File: src/rtl/read_data_packer.sv
// Read-issue and beat packer: issues rden pulses, captures rising-edge read beats, packs LANES beats per word into a FWFT FIFO.
// Latency: a beat captured in cycle t is visible on out_valid at t+1 at the earliest (when it completes a word).
// Backpressure: out_valid/out_ready stream; reads are only issued while the FIFO has a free slot, so pushes never overflow.
//
// Ports:
//   sys_clk, rst_n        clock, asynchronous active-low reset
//   sys_en                block enable; dropping it while busy aborts the burst and flushes the FIFO
//   start, burst_len      burst request; burst_len sampled on start
//   rden                  1-cycle read-issue pulse towards the read engine
//   rd_req_in/_data_in/_addr_in   read engine request (0->1 edge = one beat), data and address
//   out_valid/out_ready/out_data/out_addr/out_last   packed word stream (lane 0 in LSBs)
//   busy, done, err_timeout       status: burst active, completion pulse, sticky timeout
module read_data_packer #(
    parameter int DATA_W     = 9,
    parameter int ADDR_W     = 21,
    parameter int LANES      = 4,
    parameter int FIFO_DEPTH = 4,
    parameter int TIMEOUT    = 64
) (
    input  logic                      sys_clk,
    input  logic                      rst_n,
    input  logic                      sys_en,
    input  logic                      start,
    input  logic [15:0]               burst_len,
    output logic                      rden,
    input  logic                      rd_req_in,
    input  logic [DATA_W-1:0]         rd_data_in,
    input  logic [ADDR_W-1:0]         rd_addr_in,
    output logic                      out_valid,
    input  logic                      out_ready,
    output logic [LANES*DATA_W-1:0]   out_data,
    output logic [ADDR_W-1:0]         out_addr,
    output logic                      out_last,
    output logic                      busy,
    output logic                      done,
    output logic                      err_timeout
);

    localparam int WORD_W = LANES * DATA_W;
    localparam int IDX_W  = (LANES > 1) ? $clog2(LANES) : 1;
    localparam int PTR_W  = $clog2(FIFO_DEPTH);
    localparam int CNT_W  = $clog2(FIFO_DEPTH + 1);
    localparam int TMO_W  = $clog2(TIMEOUT + 1);

    typedef struct packed {
        logic              last;
        logic [ADDR_W-1:0] addr;
        logic [WORD_W-1:0] data;
    } word_t;

    typedef enum logic [2:0] {IDLE, ISSUE, WAIT_DATA, FLUSH, DONE} state_t;

    state_t                          state;
    logic [15:0]                     len_q;
    logic [15:0]                     issued;
    logic [15:0]                     beats;
    logic [IDX_W-1:0]                idx;
    logic [LANES-1:0][DATA_W-1:0]    lane_q;
    logic [ADDR_W-1:0]               addr_q;
    logic [TMO_W-1:0]                tmo;
    logic                            req_q;

    word_t                           mem [FIFO_DEPTH];
    logic [PTR_W-1:0]                wr_ptr;
    logic [PTR_W-1:0]                rd_ptr;
    logic [CNT_W-1:0]                count;

    logic                            beat;
    logic                            idx_last;
    logic                            full;
    logic                            abort;
    logic                            push;
    logic                            pop;
    logic [15:0]                     beat_num;
    logic [LANES-1:0][DATA_W-1:0]    lane_next;
    word_t                           push_word;
    word_t                           head;

    // Only a 0->1 transition of the request counts, so a request held high is one beat.
    assign beat     = rd_req_in & ~req_q;
    assign idx_last = (idx == IDX_W'(LANES - 1));
    assign full     = (count == CNT_W'(FIFO_DEPTH));
    assign abort    = ~sys_en & (state != IDLE);
    assign beat_num = beats + 16'd1;
    assign pop      = out_valid & out_ready;

    always_comb begin
        lane_next      = lane_q;
        lane_next[idx] = rd_data_in;
    end

    // Pushes are combinational so a completing beat lands in the FIFO on the same edge.
    always_comb begin
        push      = 1'b0;
        push_word = '0;
        if (sys_en) begin
            if (state == WAIT_DATA && beat && idx_last) begin
                push           = 1'b1;
                push_word.data = lane_next;
                push_word.addr = (idx == '0) ? rd_addr_in : addr_q;
                push_word.last = (beat_num == len_q);
            end else if (state == FLUSH && idx != '0) begin
                // Unused upper lanes are already zero: lanes are cleared after every full push.
                push           = 1'b1;
                push_word.data = lane_q;
                push_word.addr = addr_q;
                push_word.last = 1'b1;
            end
        end
    end

    always_ff @(posedge sys_clk or negedge rst_n) begin
        if (!rst_n) begin
            req_q <= 1'b0;
        end else begin
            req_q <= rd_req_in;
        end
    end

    // First-word-fall-through FIFO; abort empties it.
    always_ff @(posedge sys_clk or negedge rst_n) begin
        if (!rst_n) begin
            wr_ptr <= '0;
            rd_ptr <= '0;
            count  <= '0;
            for (int i = 0; i < FIFO_DEPTH; i++) begin
                mem[i] <= '0;
            end
        end else if (abort) begin
            wr_ptr <= '0;
            rd_ptr <= '0;
            count  <= '0;
        end else begin
            if (push) begin
                mem[wr_ptr] <= push_word;
                wr_ptr      <= wr_ptr + PTR_W'(1);
            end
            if (pop) begin
                rd_ptr <= rd_ptr + PTR_W'(1);
            end
            case ({push, pop})
                2'b10:   count <= count + CNT_W'(1);
                2'b01:   count <= count - CNT_W'(1);
                default: count <= count;
            endcase
        end
    end

    assign head      = mem[rd_ptr];
    assign out_valid = (count != '0);
    assign out_data  = head.data;
    assign out_addr  = head.addr;
    assign out_last  = head.last;

    always_ff @(posedge sys_clk or negedge rst_n) begin
        if (!rst_n) begin
            state       <= IDLE;
            rden        <= 1'b0;
            busy        <= 1'b0;
            done        <= 1'b0;
            err_timeout <= 1'b0;
            len_q       <= '0;
            issued      <= '0;
            beats       <= '0;
            idx         <= '0;
            lane_q      <= '0;
            addr_q      <= '0;
            tmo         <= '0;
        end else begin
            rden <= 1'b0;
            done <= 1'b0;
            if (abort) begin
                state  <= IDLE;
                busy   <= 1'b0;
                lane_q <= '0;
                idx    <= '0;
            end else begin
                case (state)
                    IDLE: begin
                        if (start && sys_en) begin
                            len_q       <= burst_len;
                            err_timeout <= 1'b0;
                            issued      <= '0;
                            beats       <= '0;
                            idx         <= '0;
                            lane_q      <= '0;
                            if (burst_len == 16'd0) begin
                                done <= 1'b1;
                            end else begin
                                state <= ISSUE;
                                busy  <= 1'b1;
                            end
                        end
                    end
                    ISSUE: begin
                        // A free slot now guarantees room for the push this read may cause.
                        if (!full) begin
                            rden   <= 1'b1;
                            issued <= issued + 16'd1;
                            tmo    <= '0;
                            state  <= WAIT_DATA;
                        end
                    end
                    WAIT_DATA: begin
                        if (beat) begin
                            beats <= beat_num;
                            if (idx == '0) begin
                                addr_q <= rd_addr_in;
                            end
                            if (idx_last) begin
                                idx    <= '0;
                                lane_q <= '0;
                            end else begin
                                idx    <= idx + IDX_W'(1);
                                lane_q <= lane_next;
                            end
                            state <= (issued < len_q) ? ISSUE : FLUSH;
                        end else if (tmo == TMO_W'(TIMEOUT - 1)) begin
                            err_timeout <= 1'b1;
                            lane_q      <= '0;
                            idx         <= '0;
                            state       <= IDLE;
                            busy        <= 1'b0;
                        end else begin
                            tmo <= tmo + TMO_W'(1);
                        end
                    end
                    FLUSH: begin
                        idx    <= '0;
                        lane_q <= '0;
                        done   <= 1'b1;
                        state  <= DONE;
                    end
                    DONE: begin
                        state <= IDLE;
                        busy  <= 1'b0;
                    end
                    default: begin
                        state <= IDLE;
                        busy  <= 1'b0;
                    end
                endcase
            end
        end
    end

endmodule

File: config.mk
export PLATFORM = sky130hd
export DESIGN_NAME = read_data_packer
export DESIGN_NICKNAME = d
export VERILOG_FILES = /design/src/rtl/read_data_packer.sv
export SDC_FILE = /design/constraint.sdc
export NUM_CORES = 1
export LEC_CHECK = 0
export ABC_CLOCK_PERIOD_IN_PS = 3850
export CORE_MARGIN = 2
export CORE_UTILIZATION = 45
export DETAILED_ROUTE_END_ITERATION = 6
export SLEW_MARGIN = 10
export SYNTH_ARGS = -nofsm -noshare
export SYNTH_HDL_FRONTEND = slang
export SYNTH_SLANG_ARGS = --single-unit
export TNS_END_PERCENT = 20
File: constraint.sdc
create_clock -name sys_clk -period 3.85 [get_ports sys_clk]
set_clock_uncertainty 0.2 [all_clocks]
set_input_delay 0.385 -clock sys_clk [delete_from_list [all_inputs] [get_ports sys_clk]]
set_output_delay 0.385 -clock sys_clk [all_outputs]
set_load 0.05 [all_outputs]
==> insert_results.sql, run 1 <==
INSERT INTO impl_metrics (metric_group, metric, value, unit) VALUES
('place', 'detailedPlacementHpwl', '24200', 'um'),
('critical_path', 'timing.critical_path.fanout_max', '13', ''),
('route', 'routed_len_inst', '18.14', 'um'),
('route', 'antenna_violating_nets_post_route', '0', ''),
('timing', 'tns_setup', '0', 'ns'),
('worst_hold_path', 'hold_path_class', 'in -> reg', ''),
('cts', 'ctsLongestPathBuffers', '3', ''),
('timing', 'max_freq', '0.2946', 'GHz'),
('critical_path', 'path_buf_inv', '2', ''),
('final_layout', 'layout-drive-gt1-share', '0.1252', ''),
('route', 'detailroute.via_count', '11270', ''),
('critical_path', 'worst_path_dominant_cell_family', 'buffers and inverters', ''),
('power_and_ir_drop', 'power.internal', '7.185', 'mW'),
('die', 'total_core_area', '35740', 'um2'),
('run_status', 'result_of_the_run', 'finished, final reports clean', ''),
('yosys', 'yosys_register_bits', '361', ''),
('cts', 'tritoncts', 'built', ''),
('place', 'dp_cells', '1995', ''),
('yosys', 'synthesis.instances', '1486', ''),
('yosys', 'synth-xor-area-share', '0.02187', ''),
('yosys', 'synth_top_family_by_area', 'multiplexers', ''),
('yosys', 'post_synth_and_or_nand_nor_area_fraction', '0.1194', ''),
('final_layout', 'final.fill_count', '3138', ''),
('route', 'routedLengthMet1', '17920', 'um'),
('route', 'detail_route.iter0.violations', '579', ''),
('timing', 'final_clock_period_utilization_by_the_worst_path', '0.8817', ''),
('route', 'post-route-drc-count', '0', ''),
('yosys', 'synth_compound_area_frac', '0.1260', ''),
('die', 'num_rows', '69', ''),
('cts', 'tritoncts.num_buffers', '41', ''),
('cts', 'post_cts.repair.setup_buffers', '0', ''),
('route', 'dr.pass1.iters', '4', ''),
('cts', 'post_cts_hold_buffer_count', '1', ''),
('power_and_ir_drop', 'power.ir.vdd_worst', '0.0003618', 'V'),
('global_route', 'grtUsageTotal', '0.2041', ''),
('yosys', 'syn-cell-area', '16420', 'um2'),
('critical_path', 'wp_data_arrival', '2.81', 'ns'),
('yosys', 'netlist.top_cell.by_area', 'dfrtp_1', ''),
('final_layout', 'layout_commonest_cell', 'dfrtp_1', ''),
('critical_path', 'critPathMaxStageDelay', '0.73', 'ns'),
('final_layout', 'num_antenna_cells', '0', ''),
('cts', 'numClockSinks', '361', ''),
('cts', 'clk_latency', '0.53', 'ns'),
('power_and_ir_drop', 'leakage', '8.849', 'nW'),
('yosys', 'synth_enable_flop_cells', '0', ''),
('critical_path', 'timing.critical_path.cells', 'buf_4 -> mux4_2 -> clkdlybuf4s50_1', ''),
('yosys', 'synth_fp_nets', '1565', ''),
('global_route', 'grt_antenna_before_repair', '0', ''),
('die', 'ioPinCount', '115', ''),
('cts', 'cts.clk_slew.worst_paths', '0.06', 'ns'),
('global_route', 'first_global_vias', '11450', ''),
('final_layout', 'utilization', '0.5449', ''),
('final_layout', 'nets', '1657', ''),
('place', 'port_buffers', '114', ''),
('power_and_ir_drop', 'clock_power_share', '0.411', ''),
('power_and_ir_drop', 'netSwitchingFraction', '0.2759', ''),
('power_and_ir_drop', 'register_share_of_total_power', '0.427', ''),
('route', 'totalWireLength', '37470', 'um'),
('global_route', 'grt_start_max_net_pins', '108', ''),
('die', 'die_h', '195.0', 'um'),
('critical_path', 'cp-start-kind', 'register', ''),
('cts', 'cts_root_buf', 'clkbuf_16', ''),
('yosys', 'synth-main-ff-cell', 'dfrtp_1', ''),
('die', 'die_area', '38030', 'um2'),
('yosys', 'synth.area.mux_share', '0.1299', ''),
('final_layout', 'final_cell_mix', 'dfrtp_1 (359), nand2_1 (289), o21ai_0 (218), clkdlybuf4s50_1 (113), o21ai_1 (60)', ''),
('power_and_ir_drop', 'power.combinational.fraction', '0.162', ''),
('timing', 'drv_slew', '0', ''),
('final_layout', 'layout-area-overhead-vs-synth', '18.63', '%'),
('yosys', 'post_synth_main_area_contributors', 'dfrtp_1 (55%), mux4_2 (8.0%), nand2_1 (6.7%)', ''),
('power_and_ir_drop', 'switchingPower', '2.737', 'mW');
[per-stage QoR]
stage          area [um2]  total power [mW]  hold WS (ns)  setup WS, ns
2_1_floorplan       16420             5.341       -0.1106         1.119
3_3_place_gp        18050             5.921        0.2563        0.5239
3_5_place_dp        18050             5.943        0.2653        0.4924
4_1_cts             19480             10.06        0.2023        0.3762
5_1_grt             19480             10.41        0.1976        0.3371
6_report            19480             9.922        0.2254        0.4556
[flip-flops by register name, summed over array words and instances (netlist names), 3 cells and up]
| name | flops |
|---|---|
| count | 3 |
| len_q | 16 |
| lane_q | 36 |
| state | 3 |
| issued | 16 |
| mem | 232 |
| beats | 16 |
| tmo | 7 |
| addr_q | 21 |
[cells in the mapped netlist (all sizes together), types with 6 or more instances]
cell and instances:
nand3 26, and2 19, and4 6, ha 26, buf 51, nand2 294, clkbuf 42, a21o 9
and3 8, nand4 14, dfrtp 361, a31oi 6, a22o 28, mux2 21, mux2i 59, nor4 6
a21oi 10, o21ai 281, inv 22, mux4 58, xnor2 13, nor2 49, o31ai 6, xor2 28
[worst paths after layout]
path,start,end,slack (ns),cells after the start
hold reg to reg,mem[217]$_DFFE_PN0P_,mem[217]$_DFFE_PN0P_,0.27,2
min in group asynchronous,rst_n,beats[5]$_DFFE_PN0P_,0.32,2
setup / recovery,rd_ptr[0]$_DFFE_PN0P_,out_addr[5],0.46,3
setup reg to reg,state[2]$_DFFE_PN0P_,count[2]$_DFFE_PN0P_,0.89,9
max in group asynchronous,rst_n,mem[51]$_DFFE_PN0P_,2.12,3
hold / removal,rd_req_in,req_q$_DFF_PN0_,0.23,1
[final cells by class]
| cell class | instances | area share |
|---|---|---|
| inverter | 23 | 0.004432 |
| clock buffer | 52 | 0.05904 |
| sequential | 361 | 0.4641 |
| clock inverter | 18 | 0.01368 |
| multi-input combinational | 1009 | 0.3543 |
| tap | 461 | 0.02961 |
| timing repair buffer | 142 | 0.07490 |
[worst register-to-register path, stage by stage, from the launching register on]
cell       delay [ns]
dfrtp_1          0.45
and2b_1          0.32
nand3_1          0.18
o2bb2ai_2        0.55
nor2_1           0.11
fa_1             0.40
or3_1            0.37
nand2_1          0.09
xnor2_1          0.12
nor2_1           0.05
[logic make-up (layout without fill, tap and decap cells)]
logic type | after synthesis | count (layout)
adder cells (fa/ha/maj) | 27 | 27
multiplexers | 138 | 138
flip-flops | 361 | 361
AO/OA/AOI/OAI | 360 | 360
AND/OR/NAND/NOR | 443 | 443
XOR/XNOR | 41 | 41
buffers and inverters | 116 | 235
[metal layers]
layer | GRT usage | vias to the layer above
met4 | 0.04891 | 0
met3 | 0.03506 | 50
met1 | 0.2936 | 5596
met5 | 0 | -
met2 | 0.3253 | 179
li1 | - | 5448
[power by group through the flow]
stage / sequential, mW / clock, mW / combinational (mW)
finish: 4.24 / 4.08 / 1.61
global route: 4.27 / 4.35 / 1.79
CTS: 4.24 / 4.18 / 1.64
detailed placement: 4.30 / 0 / 1.64
global placement: 4.30 / 0 / 1.62
floorplan: 4.18 / 0 / 1.16
No activity file was read; power rests on OpenSTA's default activity.
==> run 2, diff against run 1 <==
--- a/config.mk
+++ b/config.mk
@@ -9,6 +9,7 @@
 export CORE_MARGIN = 2
 export CORE_UTILIZATION = 45
 export DETAILED_ROUTE_END_ITERATION = 6
+export GPL_ROUTABILITY_DRIVEN = 0
 export SLEW_MARGIN = 10
 export SYNTH_ARGS = -nofsm -noshare
 export SYNTH_HDL_FRONTEND = slang
==> results of run 2 <==
No change in the layout: final DEF, timing and power equal those of run 1.
